==> src/rtl/load_store_unit.sv <==
// Memory stage of the RV32I pipeline: store alignment/strobes, load extraction,
// req/gnt + rvalid handshake with data memory, and a valid/ready output register.
module load_store_unit #(
    parameter int AWIDTH = 32,
    parameter int DWIDTH = 32
) (
    input  logic                  clk,
    input  logic                  reset,

    input  logic                  in_valid_i,
    output logic                  in_ready_o,
    input  logic [AWIDTH-1:0]     in_pc_i,
    input  logic [DWIDTH-1:0]     in_alu_res_i,
    input  logic [DWIDTH-1:0]     in_store_data_i,
    input  logic [2:0]            in_funct3_i,
    input  logic                  in_memren_i,
    input  logic                  in_memwren_i,
    input  logic [4:0]            in_rd_i,
    input  logic                  in_regwren_i,
    input  logic [1:0]            in_wbsel_i,

    output logic                  dmem_req_o,
    input  logic                  dmem_gnt_i,
    output logic [AWIDTH-1:0]     dmem_addr_o,
    output logic                  dmem_we_o,
    output logic [DWIDTH/8-1:0]   dmem_wstrb_o,
    output logic [DWIDTH-1:0]     dmem_wdata_o,
    input  logic                  dmem_rvalid_i,
    input  logic [DWIDTH-1:0]     dmem_rdata_i,

    output logic                  out_valid_o,
    input  logic                  out_ready_i,
    output logic [AWIDTH-1:0]     out_pc_o,
    output logic [DWIDTH-1:0]     out_alu_res_o,
    output logic [DWIDTH-1:0]     out_load_data_o,
    output logic [4:0]            out_rd_o,
    output logic [1:0]            out_wbsel_o,
    output logic                  out_regwren_o,
    output logic                  out_exc_o
);

    localparam int SWIDTH = DWIDTH / 8;

    typedef enum logic [1:0] {IDLE, REQ, WAIT, RESP} state_t;

    state_t             state;
    logic [1:0]         off_q;
    logic [2:0]         funct3_q;
    logic               is_load_q;

    logic               accept;
    logic               mem_op;
    logic               illegal;
    logic               misaligned;
    logic               exc;
    logic [1:0]         off;
    logic [DWIDTH-1:0]  store_masked;
    logic [DWIDTH-1:0]  store_shifted;
    logic [SWIDTH-1:0]  strb_base;
    logic [SWIDTH-1:0]  strb_shifted;
    logic [DWIDTH-1:0]  load_word;
    logic [DWIDTH-1:0]  load_ext;

    assign in_ready_o = (state == IDLE) && (!out_valid_o || out_ready_i);
    assign accept     = in_valid_i && in_ready_o;

    always_comb begin
        off        = in_alu_res_i[1:0];
        mem_op     = in_memren_i | in_memwren_i;
        illegal    = (in_memren_i & in_memwren_i) |
                     (mem_op & ((in_funct3_i == 3'b011) | (in_funct3_i == 3'b110) |
                                (in_funct3_i == 3'b111)));
        misaligned = 1'b0;
        case (in_funct3_i[1:0])
            2'b01:   misaligned = off[0];
            2'b10:   misaligned = (off != 2'b00);
            default: misaligned = 1'b0;
        endcase
        exc = mem_op & (illegal | misaligned);

        store_masked = in_store_data_i;
        strb_base    = '1;
        case (in_funct3_i[1:0])
            2'b00: begin
                store_masked = {{(DWIDTH-8){1'b0}}, in_store_data_i[7:0]};
                strb_base    = SWIDTH'(1);
            end
            2'b01: begin
                store_masked = {{(DWIDTH-16){1'b0}}, in_store_data_i[15:0]};
                strb_base    = SWIDTH'(3);
            end
            default: begin
                store_masked = in_store_data_i;
                strb_base    = '1;
            end
        endcase
        store_shifted = store_masked << {off, 3'b000};
        strb_shifted  = strb_base << off;
    end

    // Extraction uses the offset/size captured at accept, not the live inputs.
    always_comb begin
        load_word = dmem_rdata_i >> {off_q, 3'b000};
        case (funct3_q)
            3'b000:  load_ext = {{(DWIDTH-8){load_word[7]}}, load_word[7:0]};
            3'b100:  load_ext = {{(DWIDTH-8){1'b0}}, load_word[7:0]};
            3'b001:  load_ext = {{(DWIDTH-16){load_word[15]}}, load_word[15:0]};
            3'b101:  load_ext = {{(DWIDTH-16){1'b0}}, load_word[15:0]};
            default: load_ext = load_word;
        endcase
    end

    always_ff @(posedge clk) begin
        if (reset) begin
            state           <= IDLE;
            off_q           <= '0;
            funct3_q        <= '0;
            is_load_q       <= 1'b0;
            dmem_req_o      <= 1'b0;
            dmem_addr_o     <= '0;
            dmem_we_o       <= 1'b0;
            dmem_wstrb_o    <= '0;
            dmem_wdata_o    <= '0;
            out_valid_o     <= 1'b0;
            out_pc_o        <= '0;
            out_alu_res_o   <= '0;
            out_load_data_o <= '0;
            out_rd_o        <= '0;
            out_wbsel_o     <= '0;
            out_regwren_o   <= 1'b0;
            out_exc_o       <= 1'b0;
        end else begin
            case (state)
                IDLE: begin
                    if (accept) begin
                        out_pc_o        <= in_pc_i;
                        out_alu_res_o   <= in_alu_res_i;
                        out_load_data_o <= '0;
                        out_rd_o        <= in_rd_i;
                        out_wbsel_o     <= in_wbsel_i;
                        out_regwren_o   <= in_regwren_i & ~exc;
                        out_exc_o       <= exc;
                        off_q           <= off;
                        funct3_q        <= in_funct3_i;
                        is_load_q       <= in_memren_i;
                        if (mem_op && !exc) begin
                            out_valid_o  <= 1'b0;
                            dmem_req_o   <= 1'b1;
                            dmem_addr_o  <= {in_alu_res_i[AWIDTH-1:2], 2'b00};
                            dmem_we_o    <= in_memwren_i;
                            dmem_wstrb_o <= in_memwren_i ? strb_shifted : '0;
                            dmem_wdata_o <= in_memwren_i ? store_shifted : '0;
                            state        <= REQ;
                        end else begin
                            out_valid_o  <= 1'b1;
                        end
                    end else if (out_ready_i) begin
                        out_valid_o <= 1'b0;
                    end
                end
                REQ: begin
                    if (dmem_gnt_i) begin
                        dmem_req_o <= 1'b0;
                        if (is_load_q) begin
                            state <= WAIT;
                        end else begin
                            out_valid_o <= 1'b1;
                            state       <= RESP;
                        end
                    end
                end
                WAIT: begin
                    if (dmem_rvalid_i) begin
                        out_load_data_o <= load_ext;
                        out_valid_o     <= 1'b1;
                        state           <= RESP;
                    end
                end
                RESP: begin
                    if (out_ready_i) begin
                        out_valid_o <= 1'b0;
                        state       <= IDLE;
                    end
                end
                default: state <= IDLE;
            endcase
        end
    end

endmodule

==> config.mk <==
export PLATFORM = sky130hd
export DESIGN_NAME = load_store_unit
export DESIGN_NICKNAME = d
export VERILOG_FILES = /design/src/rtl/load_store_unit.sv
export SDC_FILE = /design/constraint.sdc
export NUM_CORES = 1
export LEC_CHECK = 0
export CAP_MARGIN = 10
export CORE_MARGIN = 10
export CORE_UTILIZATION = 43
export CTS_CLUSTER_SIZE = 8
export DETAILED_ROUTE_END_ITERATION = 16
export GPL_ROUTABILITY_DRIVEN = 0
export PLACE_DENSITY = 0.86
export SLEW_MARGIN = 20
export SYNTH_ARGS = -nofsm -noshare
export SYNTH_HDL_FRONTEND = slang
export SYNTH_SLANG_ARGS = --single-unit
==> constraint.sdc <==
create_clock -name clk -period 2.9 [get_ports clk]
set_clock_uncertainty 0.2 [all_clocks]
set_input_delay 0.58 -clock clk [delete_from_list [all_inputs] [get_ports clk]]
set_output_delay 0.58 -clock clk [all_outputs]
set_load 0.02 [all_outputs]
==> out/qor.csv, run 1 <==
stage;metric;value;unit
clocking;CTS hold repair buffers;0;
synthesis;Avg Synthesized Cell Area;8.51;sq um
route;Via-to-Cell Ratio;5.42;
cells_and_area;design area;11900;sq um
setup_path;Crit Path Max Fanout;5;
cells_and_area;Final Util;0.663;
setup_path;critical path's largest stage delay;0.64;ns
setup_path;Worst setup EP type;output port;
route;Antenna Violating Nets Remaining;0;
synthesis;Synth cell types;66;
worst_hold_path;worst hold path type;reg2reg;
setup_path;Buffers & Inverters on Critical Path;2;
global_route;antenna violations before repair;1;
floorplan;Core ar.;18000;sq um
setup_path;WP data required;2.12;ns
clocking;Clock Latency Late Sink;0.42;ns
synthesis;Cell Area, Synth;7870;sq um
timing;final setup fails;0;
synthesis;ys async rst share;0;
setup_path;CP dominant cell by count;clkdlybuf4s50_1;
timing;final hold viol count;0;
route;residual DRC count;0;
clocking;H-tree levels;4;
floorplan;# IOs;324;
floorplan;die area;24100;sq um
synthesis;Yosys top cell area share;0.458;
timing;hold_ws;0.253;ns
synthesis;Syn Inst Count;925;
timing;Period minus WS final;2.82;ns
clocking;post-CTS setup buffers;0;
clocking;cts bufs inserted;17;
clocking;CTS root buf;clkbuf_16;
pwr;LEAKAGE;4.20;nW
setup_path;arrival time worst endpoint;2.04;ns
synthesis;Most used DFF post-synth;dfxtp_1;
setup_path;CP Class;in2out;
synthesis;ranking of synthesized cells by area;dfxtp_1, a21oi_1, nand2_1, mux2i_1, o21ai_0;
timing;Slew HR;0.518;
global_route;Total Routing Usage GR;0.219;
setup_path;CP cell instances;clkdlybuf4s50_1 > nand2b_2 > and2_1 > clkdlybuf4s50_1;
route;wire per inst;19.0;um
synthesis;#FFs+latches synth;180;
job;Max Cap Violations;0;
synthesis;sequential area share after synthesis;0.458;
floorplan;Rows;49;
route;total wire length;27.8;mm
placement;placed inst area;11300;sq um
global_route;largest net degree at the start of global routing;116;
clocking;clk buf depth;2;
synthesis;number of synthesized flops with an enable pin;0;
synthesis;yosys warns;0;
floorplan;die height;155;um
synthesis;cell accounting for the most synthesized area;dfxtp_1;
global_route;GRT overflow;0;
timing;fin crit share;0.971;
clocking;CTS tree;done;
route;drt pass-1 iters;5;
floorplan;Initial Utilization;0.438;
global_route;first-pass GRT wire length;43.1;mm
timing;Max Slew Vio Count;0;
route;vias post-DR;7920;
timing;Tightest Pin Transition;0.722;ns
clocking;post-cts resize count;0;
cells_and_area;share of cells above drive strength 1;0.0756;
cells_and_area;fill count;1469;
timing;RSZ-0062 raised after global routing;no;
clocking;TritonCTS sink count;180;
setup_path;cell family with most CP delay;buffers and inverters;
outcome;status;complete, no violations;
setup_path;crit start category;primary input;
pwr;PD cells;669;nW/um^2
cells_and_area;Area Overhead vs Synth;51.3;%
timing;fmax;355;MHz
placement;HPWL after detailed placement;20.6;mm
pwr;VDD IR max;0.501;mV
clocking;clock-pin slew on the worst setup and hold paths;0.07;ns
floorplan;die width;155;um
placement;IO buf count;321;
global_route;vias in the first global route;7950;
cells_and_area;Nets;1374;
setup_path;critical path's slowest cell;clkdlybuf4s50_1;
route;Iter 0 DRT Violations;572;
[logic make-up (layout without fill, tap and decap cells)]
group | Yosys count | in the layout | synth area share
AO/OA/AOI/OAI | 317 | 317 | 0.253
AND/OR/NAND/NOR | 264 | 264 | 0.158
flip-flops | 180 | 180 | 0.458
buffers and inverters | 111 | 415 | 0.0583
multiplexers | 41 | 41 | 0.0550
adder cells (fa/ha/maj) | 10 | 10 | 0.0156
other | 1 | 3 | 0.000476
XOR/XNOR | 1 | 1 | 0.00111
[cell usage in the layout (no fill, tap or decap), drive strengths merged, types with 4 or more instances in the layout]
| cell type | instances |
|---|---|
| and2 | 4 |
| ha | 9 |
| nand4 | 9 |
| clkdlybuf4s50 | 320 |
| nor2 | 8 |
| mux2i | 32 |
| clkbuf | 17 |
| a21boi | 9 |
| nand2 | 165 |
| a21oi | 147 |
| o31ai | 5 |
| o32ai | 15 |
| clkinv | 5 |
| a32o | 12 |
| o2bb2ai | 12 |
| nor4b | 5 |
| nand2b | 12 |
| a22o | 22 |
| buf | 35 |
| dfxtp | 180 |
| o21ai | 60 |
| nand3 | 35 |
| a22oi | 9 |
| nor2b | 5 |
| mux2 | 8 |
| inv | 34 |
| o211ai | 4 |
| a211oi | 8 |
[synth_stat cells, types with 2 or more instances]
cell / number
a32o_1: 12
mux2_2: 8
buf_1: 9
nand4b_1: 2
mux2i_1: 32
a22oi_1: 9
a22o_1: 22
o21ai_0: 60
inv_1: 29
nor2_1: 8
clkbuf_1: 50
a21boi_0: 8
and3_1: 2
dfxtp_1: 180
o211ai_1: 3
o2bb2ai_1: 12
buf_4: 3
nand2b_1: 11
a21oi_1: 146
and2_1: 3
nor4b_1: 4
a211oi_1: 8
nor2b_1: 5
o21bai_1: 3
o31ai_1: 5
nor3b_1: 2
o32ai_1: 15
ha_1: 9
nand3_1: 34
nand4_1: 9
nand3b_1: 3
or2_2: 2
buf_2: 19
or3_1: 2
nand2_1: 165
[path summary, 6_finish.rpt]
| path | startpoint | end | slack (ns) | cells after the start |
|---|---|---|---|---|
| hold / removal | out_alu_res_o[2]$_SDFFE_PP0P_ | out_alu_res_o[2]$_SDFFE_PP0P_ | 0.25 | 2 |
| hold reg to reg | out_alu_res_o[2]$_SDFFE_PP0P_ | out_alu_res_o[2]$_SDFFE_PP0P_ | 0.25 | 2 |
| setup reg to reg | out_alu_res_o[0]$_SDFFE_PP0P_ | out_load_data_o[19]$_SDFFE_PP0P_ | 0.55 | 3 |
| setup / recovery | out_ready_i | in_ready_o | 0.08 | 4 |
[worst register-to-register path: cells and delay by family (launching register included)]
| kind | cells | cell delay (ns) |
|---|---|---|
| DFF | 1 | 0.78 |
| AOI/OAI and AO/OA | 3 | 1.27 |
[through the flow]
stage	setup TNS [ns]	cells	total power, W	worst slack [ns]
2_1_floorplan	0	926	0.00451	0.598
3_3_place_gp	-6.21	1428	0.00566	-0.249
3_5_place_dp	-6.78	1428	0.00571	-0.279
4_1_cts	0	1459	0.00801	0.0741
5_1_grt	0	1460	0.00835	0.0326
6_report	0	1460	0.00797	0.0843
[routing by layer]
metal / GRT usage / share of wire / vias up / wire length, um
li1: - / - / 3878 / -
met1: 0.250 / 0.41 / 3738 / 11300
met2: 0.368 / 0.49 / 266 / 13500
met3: 0.0783 / 0.083 / 38 / 2300
met4: 0.0842 / 0.025 / 0 / 680
met5: 0 / 0 / - / 0
[layout make-up]
class	instances	area (sq um)	area share
clock inverter	14	151	0.0127
antenna	1	2.50	0.000210
sequential	180	3600	0.302
multi-input combinational	635	3830	0.322
timing repair buffer	355	3500	0.294
tap	229	287	0.0240
clock buffer	17	425	0.0357
inverter	29	109	0.00914
[report_power, final]
part	internal, W	switching, W
sequential	0.00275	0.000182
clock	0.00128	0.00102
combinational	0.00116	0.00158
total	0.00519	0.00279
[sequential cells by signal, indices dropped and copies added (netlist names), 3 cells and up]
signal and count:
dmem_addr_o 30, dmem_wstrb_o 4, funct3_q 3, out_pc_o 32, out_rd_o 5, out_load_data_o 32, dmem_wdata_o 32, out_alu_res_o 32
Note: power is estimated with default switching activity, not from simulation.
==> run 2: changes to the inputs <==
--- a/config.mk
+++ b/config.mk
@@ -11,6 +11,7 @@
 export CTS_CLUSTER_SIZE = 8
 export DETAILED_ROUTE_END_ITERATION = 16
 export GPL_ROUTABILITY_DRIVEN = 0
+export MAX_ROUTING_LAYER = met4
 export PLACE_DENSITY = 0.86
 export SLEW_MARGIN = 20
 export SYNTH_ARGS = -nofsm -noshare
==> constraint.sdc (replaced) <==
create_clock -name clk -period 3.1 [get_ports clk]
set_clock_uncertainty 0.2 [all_clocks]
set_input_delay 0.62 -clock clk [delete_from_list [all_inputs] [get_ports clk]]
set_output_delay 0.62 -clock clk [all_outputs]
set_load 0.02 [all_outputs]
==> run 2 against run 1 <==
  * Total power shrank 3.6%
  * Cell count is essentially flat
  * Largest cell class unchanged
  * Register-to-register slack gained 0.05 ns
  * Largest power group unchanged
  * Routed wire length grew 0.45%
  * Critical path depth is the same
  * Highest routed layer unchanged
==> out/qor.csv, run 2 (synthesis gave the netlist of run 1 again) <==
stage;metric;value;unit
pwr;Switching Share;0.338;
cells_and_area;Post-Layout Cell Count;1459;
route;residual DRC count;0;
setup_path;crit path capture;in_ready_o;
clocking;post-CTS setup buffers;0;
pwr;VDD IR max;0.469;mV
setup_path;critical path's largest stage delay;0.64;ns
timing;Max Slew Vio Count;0;
setup_path;crit start category;primary input;
clocking;TritonCTS sink count;180;
setup_path;CP dominant cell by count;clkdlybuf4s50_1;
timing;fmax;337;MHz
pwr;Pwr Total;0.00769;W
clocking;CTS tree;done;
clocking;CTS root buf;clkbuf_16;
clocking;Clock Latency Late Sink;0.42;ns
global_route;vias in the first global route;7933;
setup_path;CP Class;in2out;
clocking;cts bufs inserted;17;
floorplan;die area;24100;sq um
timing;RSZ-0062 raised after global routing;no;
floorplan;Initial Utilization;0.438;
setup_path;reg2reg setup slack;0.60;ns
pwr;Comb pwr share;0.331;
route;Iter 0 DRT Violations;537;
placement;placed inst area;11300;sq um
setup_path;CP cell instances;clkdlybuf4s50_1 > nand2b_2 > and2_1 > clkdlybuf4s50_1;
route;vias post-DR;7999;
pwr;LEAKAGE;4.23;nW
placement;HPWL after detailed placement;20.5;mm
clocking;clock-pin slew on the worst setup and hold paths;0.07;ns
timing;Tightest Pin Transition;0.712;ns
pwr;Power Internal;0.00509;W
setup_path;CP startpoint;out_ready_i;
global_route;Total Routing Usage GR;0.223;
setup_path;R2R Path End;out_load_data_o[29]$_SDFFE_PP0P_;
global_route;first-pass GRT wire length;42.7;mm
cells_and_area;design area;12000;sq um
timing;Period minus WS final;2.97;ns
route;total wire length;27.9;mm
cells_and_area;commonest non-fill, non-tap cell in the layout;clkdlybuf4s50_1;
pwr;Sequential Power Share;0.357;
global_route;largest net degree at the start of global routing;116;
cells_and_area;fill count;1499;
job;Max Cap Violations;0;
route;Via-to-Cell Ratio;5.48;
pwr;PD cells;643;nW/um^2
clocking;H-tree levels;4;
setup_path;Worst setup EP type;output port;
worst_hold_path;worst hold path type;reg2reg;
cells_and_area;commonest non-fill, non-tap cells in the layout;clkdlybuf4s50_1, dfxtp_1, nand2_1, a21oi_1, o21ai_0;
floorplan;die width;155;um
route;drt pass-1 iters;5;
outcome;status;complete, no violations;
clocking;CTS hold repair buffers;0;
clocking;post-cts resize count;0;
placement;IO buf count;321;
floorplan;Rows;49;
cells_and_area;share of cells above drive strength 1;0.0748;
setup_path;arrival time worst endpoint;2.15;ns
cells_and_area;Final Util;0.666;
timing;final setup fails;0;
floorplan;die height;155;um
pwr;clock power share;0.312;
route;wire per inst;19.1;um
setup_path;r2r worst-path depth;6;
pwr;net switching power figure;0.00260;W
route;Antenna Violating Nets Remaining;0;
setup_path;critical path's slowest cell;clkdlybuf4s50_1;
setup_path;Crit Path Max Fanout;8;
global_route;antenna violations before repair;0;
timing;fin crit share;0.958;
floorplan;# IOs;324;
timing;final hold viol count;0;
floorplan;Core ar.;18000;sq um
placement;Placed Cells;1427;
timing;Final WS setup;0.130;ns
cells_and_area;ANT cells;0;
clocking;clk buf depth;2;
cells_and_area;Nets;1373;
setup_path;WP data required;2.28;ns
setup_path;r2r startpoint;state[0]$_SDFFE_PP0P_;
global_route;GRT overflow;0;
placement;worst slack at placement;-0.179;ns
cells_and_area;Area Overhead vs Synth;52.0;%
timing;Slew HR;0.520;
==> run 2: cell types whose count changed in the layout (fill, tap and decap cells not counted) <==
cell,delta
diode_2,-1
clkinvlp_4,-1
buf_12,-1
clkbuf_1,+1
clkinv_4,-1
clkinv_2,-1
bufinv_16,+3
==> run 2: per-stage QoR <==
stage,setup TNS (ns),hold WS [ns]
floorplan,0,0.244
global placement,-2.11,0.240
detailed placement,-4.04,0.246
CTS,0,0.255
global route,0,0.270
finish,0,0.253
==> run 2: worst min path at each step <==
stage,start,end,cells after the start
final,out_alu_res_o[20]$_SDFFE_PP0P_,out_alu_res_o[20]$_SDFFE_PP0P_,2
after global routing,out_pc_o[17]$_SDFFE_PP0P_,out_pc_o[17]$_SDFFE_PP0P_,2
after CTS,out_pc_o[28]$_SDFFE_PP0P_,out_pc_o[28]$_SDFFE_PP0P_,2
after detailed placement,out_pc_o[27]$_SDFFE_PP0P_,out_pc_o[27]$_SDFFE_PP0P_,2
after global placement,out_alu_res_o[27]$_SDFFE_PP0P_,out_alu_res_o[27]$_SDFFE_PP0P_,2
after floorplan,is_load_q$_SDFFE_PP0P_,is_load_q$_SDFFE_PP0P_,2
==> run 2: layer usage <==
layer	GRT usage	wire length, um
met5	-	0
met4	0.0896	802
met3	0.0623	2130
met2	0.357	13500
met1	0.260	11500
==> run 2: layout make-up <==
| class | instances | area (sq um) | share of cell area |
|---|---|---|---|
| timing repair buffer | 354 | 3480 | 0.291 |
| clock buffer | 18 | 429 | 0.0359 |
| inverter | 29 | 109 | 0.00910 |
| tap | 229 | 287 | 0.0239 |
| clock inverter | 14 | 220 | 0.0184 |
| sequential | 180 | 3600 | 0.301 |
| multi-input combinational | 635 | 3830 | 0.320 |
==> run 2: critical path: cells and delay by family <==
family        cells  cell delay, ns
simple gates      2            0.39
buf+inv           2            1.14
==> run 2: power groups by stage <==
stage / registers (W) / clock network (W) / logic (W)
detailed placement: 0.00279 / 0 / 0.00253
floorplan: 0.00306 / 0 / 0.00116
finish: 0.00274 / 0.00240 / 0.00254
CTS: 0.00274 / 0.00245 / 0.00255
global placement: 0.00278 / 0 / 0.00249
global route: 0.00277 / 0.00252 / 0.00275
